## src/rtl/edge_pulse_if.sv

```systemverilog
// Request/response bundle for edge_pulse_gen: edge commands in, generated level and strobes out.
// 'state' mirrors the generator FSM so checkers can bind to it without reaching into the design.
interface edge_pulse_if;
    logic       pos_req;
    logic       neg_req;
    logic       sig_out;
    logic       tx_pos;
    logic       tx_neg;
    logic       busy;
    logic       req_drop;
    logic [1:0] state;

    modport master (
        output pos_req, neg_req,
        input  sig_out, tx_pos, tx_neg, busy, req_drop, state
    );

    modport slave (
        input  pos_req, neg_req,
        output sig_out, tx_pos, tx_neg, busy, req_drop, state
    );
endinterface

```

## src/rtl/edge_pulse_gen.sv

```systemverilog
// Turns single-cycle rise/fall request strobes into a level on sig_out that dwells at least
// HOLD_CYC cycles per level; one opposite-direction request can be queued during a hold.
module edge_pulse_gen #(
    parameter int HOLD_CYC = 4,
    parameter int CNT_W    = 8
) (
    input  logic         clk,
    input  logic         rst,
    edge_pulse_if.slave  bus
);

    localparam logic [1:0] IDLE_LO = 2'd0;
    localparam logic [1:0] HOLD_HI = 2'd1;
    localparam logic [1:0] IDLE_HI = 2'd2;
    localparam logic [1:0] HOLD_LO = 2'd3;

    localparam logic [1:0] PEND_NONE = 2'd0;
    localparam logic [1:0] PEND_RISE = 2'd1;
    localparam logic [1:0] PEND_FALL = 2'd2;

    // The transition cycle itself is the first dwell cycle, so the count starts one short.
    localparam logic [CNT_W-1:0] RELOAD = CNT_W'(HOLD_CYC - 1);

    logic [1:0]       state, state_nx;
    logic [1:0]       pend, pend_nx, pend_eval;
    logic [CNT_W-1:0] cnt, cnt_nx;
    logic             sig_q, sig_nx;
    logic             tx_pos_q, tx_pos_nx;
    logic             tx_neg_q, tx_neg_nx;
    logic             busy_q;
    logic             drop_q;
    logic             conflict, pos_ok, neg_ok;

    assign conflict = bus.pos_req & bus.neg_req;
    assign pos_ok   = bus.pos_req & ~conflict;
    assign neg_ok   = bus.neg_req & ~conflict;

    always_comb begin
        state_nx  = state;
        pend_nx   = pend;
        pend_eval = pend;
        cnt_nx    = cnt;
        sig_nx    = sig_q;
        tx_pos_nx = 1'b0;
        tx_neg_nx = 1'b0;
        case (state)
            IDLE_LO: begin
                if (pos_ok) begin
                    sig_nx    = 1'b1;
                    tx_pos_nx = 1'b1;
                    cnt_nx    = RELOAD;
                    pend_nx   = PEND_NONE;
                    state_nx  = HOLD_HI;
                end
            end
            IDLE_HI: begin
                if (neg_ok) begin
                    sig_nx    = 1'b0;
                    tx_neg_nx = 1'b1;
                    cnt_nx    = RELOAD;
                    pend_nx   = PEND_NONE;
                    state_nx  = HOLD_LO;
                end
            end
            HOLD_HI: begin
                // The request is folded into pending before the exit decision below.
                if (neg_ok)      pend_eval = PEND_FALL;
                else if (pos_ok) pend_eval = PEND_NONE;
                if (cnt == '0) begin
                    pend_nx = PEND_NONE;
                    if (pend_eval == PEND_FALL) begin
                        sig_nx    = 1'b0;
                        tx_neg_nx = 1'b1;
                        cnt_nx    = RELOAD;
                        state_nx  = HOLD_LO;
                    end else begin
                        state_nx  = IDLE_HI;
                    end
                end else begin
                    cnt_nx  = cnt - 1'b1;
                    pend_nx = pend_eval;
                end
            end
            default: begin
                if (pos_ok)      pend_eval = PEND_RISE;
                else if (neg_ok) pend_eval = PEND_NONE;
                if (cnt == '0) begin
                    pend_nx = PEND_NONE;
                    if (pend_eval == PEND_RISE) begin
                        sig_nx    = 1'b1;
                        tx_pos_nx = 1'b1;
                        cnt_nx    = RELOAD;
                        state_nx  = HOLD_HI;
                    end else begin
                        state_nx  = IDLE_LO;
                    end
                end else begin
                    cnt_nx  = cnt - 1'b1;
                    pend_nx = pend_eval;
                end
            end
        endcase
    end

    // A conflicting pair only masks the requests; an ongoing dwell keeps counting.
    always_ff @(posedge clk or posedge rst) begin
        if (rst) begin
            state    <= IDLE_LO;
            pend     <= PEND_NONE;
            cnt      <= '0;
            sig_q    <= 1'b0;
            tx_pos_q <= 1'b0;
            tx_neg_q <= 1'b0;
            busy_q   <= 1'b0;
            drop_q   <= 1'b0;
        end else begin
            state    <= state_nx;
            pend     <= pend_nx;
            cnt      <= cnt_nx;
            sig_q    <= sig_nx;
            tx_pos_q <= tx_pos_nx;
            tx_neg_q <= tx_neg_nx;
            busy_q   <= (state_nx == HOLD_HI) || (state_nx == HOLD_LO);
            drop_q   <= conflict;
        end
    end

    assign bus.sig_out  = sig_q;
    assign bus.tx_pos   = tx_pos_q;
    assign bus.tx_neg   = tx_neg_q;
    assign bus.busy     = busy_q;
    assign bus.req_drop = drop_q;
    assign bus.state    = state;

endmodule
```

## src/flat_wrapper.sv

```systemverilog
// flat-port wrapper written by rule: the top's interface ports become plain ports
module edge_pulse_gen_flat 
#(
    parameter int HOLD_CYC = 4,
    parameter int CNT_W    = 8
)
  (clk, rst, bus_pos_req, bus_neg_req, bus_sig_out, bus_tx_pos, bus_tx_neg, bus_busy, bus_req_drop, bus_state);
  edge_pulse_if bus_i ();
  input  logic clk;
  input  logic rst;
  input wire logic [$bits(bus_i.pos_req)-1:0] bus_pos_req;
  input wire logic [$bits(bus_i.neg_req)-1:0] bus_neg_req;
  output wire logic [$bits(bus_i.sig_out)-1:0] bus_sig_out;
  output wire logic [$bits(bus_i.tx_pos)-1:0] bus_tx_pos;
  output wire logic [$bits(bus_i.tx_neg)-1:0] bus_tx_neg;
  output wire logic [$bits(bus_i.busy)-1:0] bus_busy;
  output wire logic [$bits(bus_i.req_drop)-1:0] bus_req_drop;
  output wire logic [$bits(bus_i.state)-1:0] bus_state;
  assign bus_i.pos_req = bus_pos_req;
  assign bus_i.neg_req = bus_neg_req;
  assign bus_sig_out = bus_i.sig_out;
  assign bus_tx_pos = bus_i.tx_pos;
  assign bus_tx_neg = bus_i.tx_neg;
  assign bus_busy = bus_i.busy;
  assign bus_req_drop = bus_i.req_drop;
  assign bus_state = bus_i.state;
  edge_pulse_gen #(.HOLD_CYC(HOLD_CYC), .CNT_W(CNT_W)) u_core (.clk(clk), .rst(rst), .bus(bus_i));
endmodule
```

## config.mk

```make
export PLATFORM = sky130hd
export DESIGN_NAME = edge_pulse_gen_flat
export DESIGN_NICKNAME = d
export VERILOG_FILES = /design/src/rtl/edge_pulse_if.sv /design/src/rtl/edge_pulse_gen.sv /design/src/flat_wrapper.sv
export SDC_FILE = /design/constraint.sdc
export NUM_CORES = 1
export LEC_CHECK = 0
export CAP_MARGIN = 30
export CORE_MARGIN = 10
export CORE_UTILIZATION = 55
export DETAILED_ROUTE_END_ITERATION = 10
export PLACE_DENSITY = 0.77
export SLEW_MARGIN = 30
export SYNTH_ARGS = -nofsm -noshare
export SYNTH_HDL_FRONTEND = slang
export SYNTH_SLANG_ARGS = --single-unit
```

## constraint.sdc

```tcl
create_clock -name clk -period 2.2 [get_ports clk]
set_input_delay 0.55 -clock clk [delete_from_list [all_inputs] [get_ports clk]]
set_output_delay 0.55 -clock clk [all_outputs]
set_load 0.005 [all_outputs]
```

==> results_dict.tcl <==
set metrics [dict create \
    status "finished, final reports clean" \
    vias 1057 \
    rsz0062_at_grt "false" \
    total_power_mw 1.77 \
    hold_viol 0 \
    holdPathEnd "u_core.bus.sig_out$_DFFE_PP0P_" \
    yosysTopAreaCell "dfrtp_1" \
    grtUsageTotal_pct 14.2 \
    p_seq_share_pct 27.8 \
    cts_max_path_buffers 2 \
    dr.pass1.iters 4 \
    dp_hpwl_um 2290 \
    path_cells "clkdlybuf4s50_1 -> a21boi_0 -> o32ai_4 -> a31oi_2 -> mux2_4" \
    dieArea_sq_mm 0.00422 \
    cts-root-buf "clkbuf_4" \
    synthTopCellsByCount "16 x dfrtp_1, 10 x a21oi_1, 10 x inv_1, 9 x nand2_1, 9 x o21ai_0" \
    cp_data_arrival_time_ns 2.26 \
    vias_per_cell 5.94 \
    seq_area_frac_synth_pct 36.0 \
    clk_latency_ns 0.30 \
    wl_per_cell_um 16.1 \
    pin_count 11 \
    n_antenna_cell 0 \
    wirelength_um 2870 \
    cts_setup_buffers 0 \
    dr.first_iter.drc_count 56 \
    cp_max_fo 5 \
    ys_types 45 \
    maxSlewViolCount 0 \
    ys_top_cells_by_area "dfrtp_1 36%, ha_1 5.6%, a21oi_1 4.5%, o21ai_0 4.0%, inv_1 3.4%" \
    swShare_pct 43.9 \
    relSlewSlack_pct 58.0 \
    timing.hold.ws_ns 0.538 \
    internal_power_mw 0.991 \
    synth_top_area_share_pct 36.0 \
    tightestPinTransition_ns 0.629 \
    drtAntennaViolNets 0 \
    tns_ns 0 \
    yosys_register_bits 16 \
    fmax_mhz 483 \
    min_path_type "reg2reg" \
    r2r_slack_ns 0.20 \
    cts_sinks 16 \
    synthFlopType "dfrtp_1" \
    power.leakage_nw 0.624 \
    hold_path_depth 2 \
    critPathMaxStageDelay_ns 0.53 \
    synth.avg_cell_area_sq_um 9.05 \
    grt_pass1_vias 1064 \
    clock_skew_ns 0.00715 \
    grt_max_degree 17 \
    layout-drive-gt1-share_pct 24.5 \
    r2r_end "u_core.bus.sig_out$_DFFE_PP0P_" \
    synth_warnings 0 \
    antenna_found_initial 0 \
    drc 0 \
    min_from "u_core.bus.sig_out$_DFFE_PP0P_" \
    synthesis.area_sq_mm 0.00111 \
    h-tree-depth 1 \
    critPathRequiredTime_ns 2.40 \
    start_util_pct 57.3 \
    syn_inst 123 \
    fin_util_pct 72.4 \
    die_h_um 65.0 \
    power.switching_mw 0.775 \
    power_density_mw_per_mm2 1260 \
    cp-end-kind "register" \
    critPathBufInv 1 \
    port-buffer-count 10 \
    max_cap_violations 0 \
    rows 16 \
    coreArea_sq_mm 0.00194 \
    crit_family "compound AO/OA/AOI/OAI gates" \
    r2r_cells 7 \
    clkPwrFrac_pct 11.6 \
    crit_path_top_delay_cell "clkdlybuf4s50_1" \
    grt_pass1_wl_um 4770 \
    syn_to_final_growth_pct 26.3 \
    ys_async_sr_fraction_pct 100 \
    nets 161 \
    p_comb_share_pct 60.6 \
    r2r_start "u_core.cnt[1]$_DFFE_PP0P_" \
    peakVddDrop_mv 0.829 \
    clk_pin_slew_ns 0.11 \
    yosysMostFrequentCell "dfrtp_1" \
    fin_crit_ns 2.07 \
    worstSetupPathType "in2reg" \
    die_x_um 65.0 \
    crit_path_start_kind "input pin" \
    setup_viol 0 \
    syn-num-nets 132 \
    numCtsBuffers 3 \
    synth_edf_count 0 \
    cts_tree "done" \
    gp_congestion 0.996 \
    fin_crit_sh_pct 94.0 \
    globalRoute.totalOverflow 0 \
]
state kept, by name (all words and copies together), names as in the netlist, named ones only:
register / flops
u_core.bus.sig_out: 1
u_core.bus.tx_pos: 1
u_core.bus.state: 1
u_core.pend: 2
u_core.bus.tx_neg: 1
u_core.cnt: 8
u_core.bus.req_drop: 1
what timing repair did:
action / CTS / global route
hold buffers: 0 / 0
setup endpoints to repair: 0 / 2
resized for setup: 0 / 2
hold endpoints to repair: 0 / 0
tightest hold or removal path: cells and delay by family (launching register included):
| kind | cells | cell delay, ns |
|---|---|---|
| buf+inv | 1 | 0.06 |
| mux | 1 | 0.05 |
| flops | 1 | 0.39 |
worst max-delay path by stage:
| stage | cells past startpoint | endpoint | from | slack (ns) |
|---|---|---|---|---|
| floorplan | 6 | u_core.cnt[1]$_DFFE_PP0P_ | u_core.cnt[0]$_DFFE_PP0P_ | 0.26 |
| global placement | 5 | u_core.cnt[1]$_DFFE_PP0P_ | bus_neg_req | -0.08 |
| detailed placement | 5 | u_core.cnt[1]$_DFFE_PP0P_ | bus_neg_req | -0.17 |
| CTS | 7 | u_core.bus.sig_out$_DFFE_PP0P_ | u_core.cnt[1]$_DFFE_PP0P_ | 0.07 |
| global route | 7 | register | u_core.cnt[1]$_DFFE_PP0P_ | 0.005 |
| finish | 5 | u_core.cnt[1]$_DFFE_PP0P_ | bus_neg_req | 0.13 |
cells in the final DEF (no fill, tap or decap), drive strengths merged, types with 2 or more instances in the layout:
cell type / count
buf: 18
dfrtp: 16
a21boi: 2
o22ai: 3
inv: 10
a21oi: 11
o21bai: 2
nand2b: 3
nand2: 9
nor3: 7
nor2: 9
nand3: 2
a211oi: 2
clkbuf: 4
a31oi: 2
clkdlybuf4s50: 10
o21ai: 10
o32ai: 3
nor2b: 2
ha: 5
nand4: 3
routing by layer:
layer / GRT usage [%] / up-vias / part of all wire [%] / routed length (um)
met5: 0 / - / 0 / 0
met4: 6.95 / 0 / 1.8 / 52
met3: 3.61 / 7 / 5.9 / 170
met2: 25.1 / 38 / 52 / 1500
met1: 15.4 / 510 / 40 / 1150
li1: - / 502 / - / -
through the flow:
stage	cell area [sq um]	setup slack, ns	instances
2_1_floorplan	1110	0.261	123
3_3_place_gp	1360	-0.0801	174
3_5_place_dp	1360	-0.170	174
4_1_cts	1400	0.0704	178
5_1_grt	1410	0.00496	178
6_report	1410	0.131	178
power by group through the flow:
stage	Sequential, mW	Clock [mW]	Combinational (mW)
floorplan	0.487	0	0.688
CTS	0.486	0.200	1.07
finish	0.491	0.206	1.07
global placement	0.485	0	1.01
global route	0.502	0.213	1.17
detailed placement	0.492	0	1.06
cell type report:
type	count	area, sq um
fill	153	536
timing repair buffer	28	235
multi-input combinational	93	663
tap	27	33.8
sequential	16	400
clock buffer	4	36.3
inverter	10	37.5
cells by family after synthesis:
| kind of cell | after synthesis | synth area share [%] |
|---|---|---|
| xor gates and xnor gates | 1 | 0.787 |
| DFF | 16 | 36.0 |
| muxes | 2 | 2.25 |
| AOI/OAI and AO/OA | 41 | 26.7 |
| buffers and inverters | 14 | 5.17 |
| adders and majority gates | 6 | 6.52 |
| and+or+nand+nor | 43 | 22.6 |
Power figures use the tool's default switching activity.
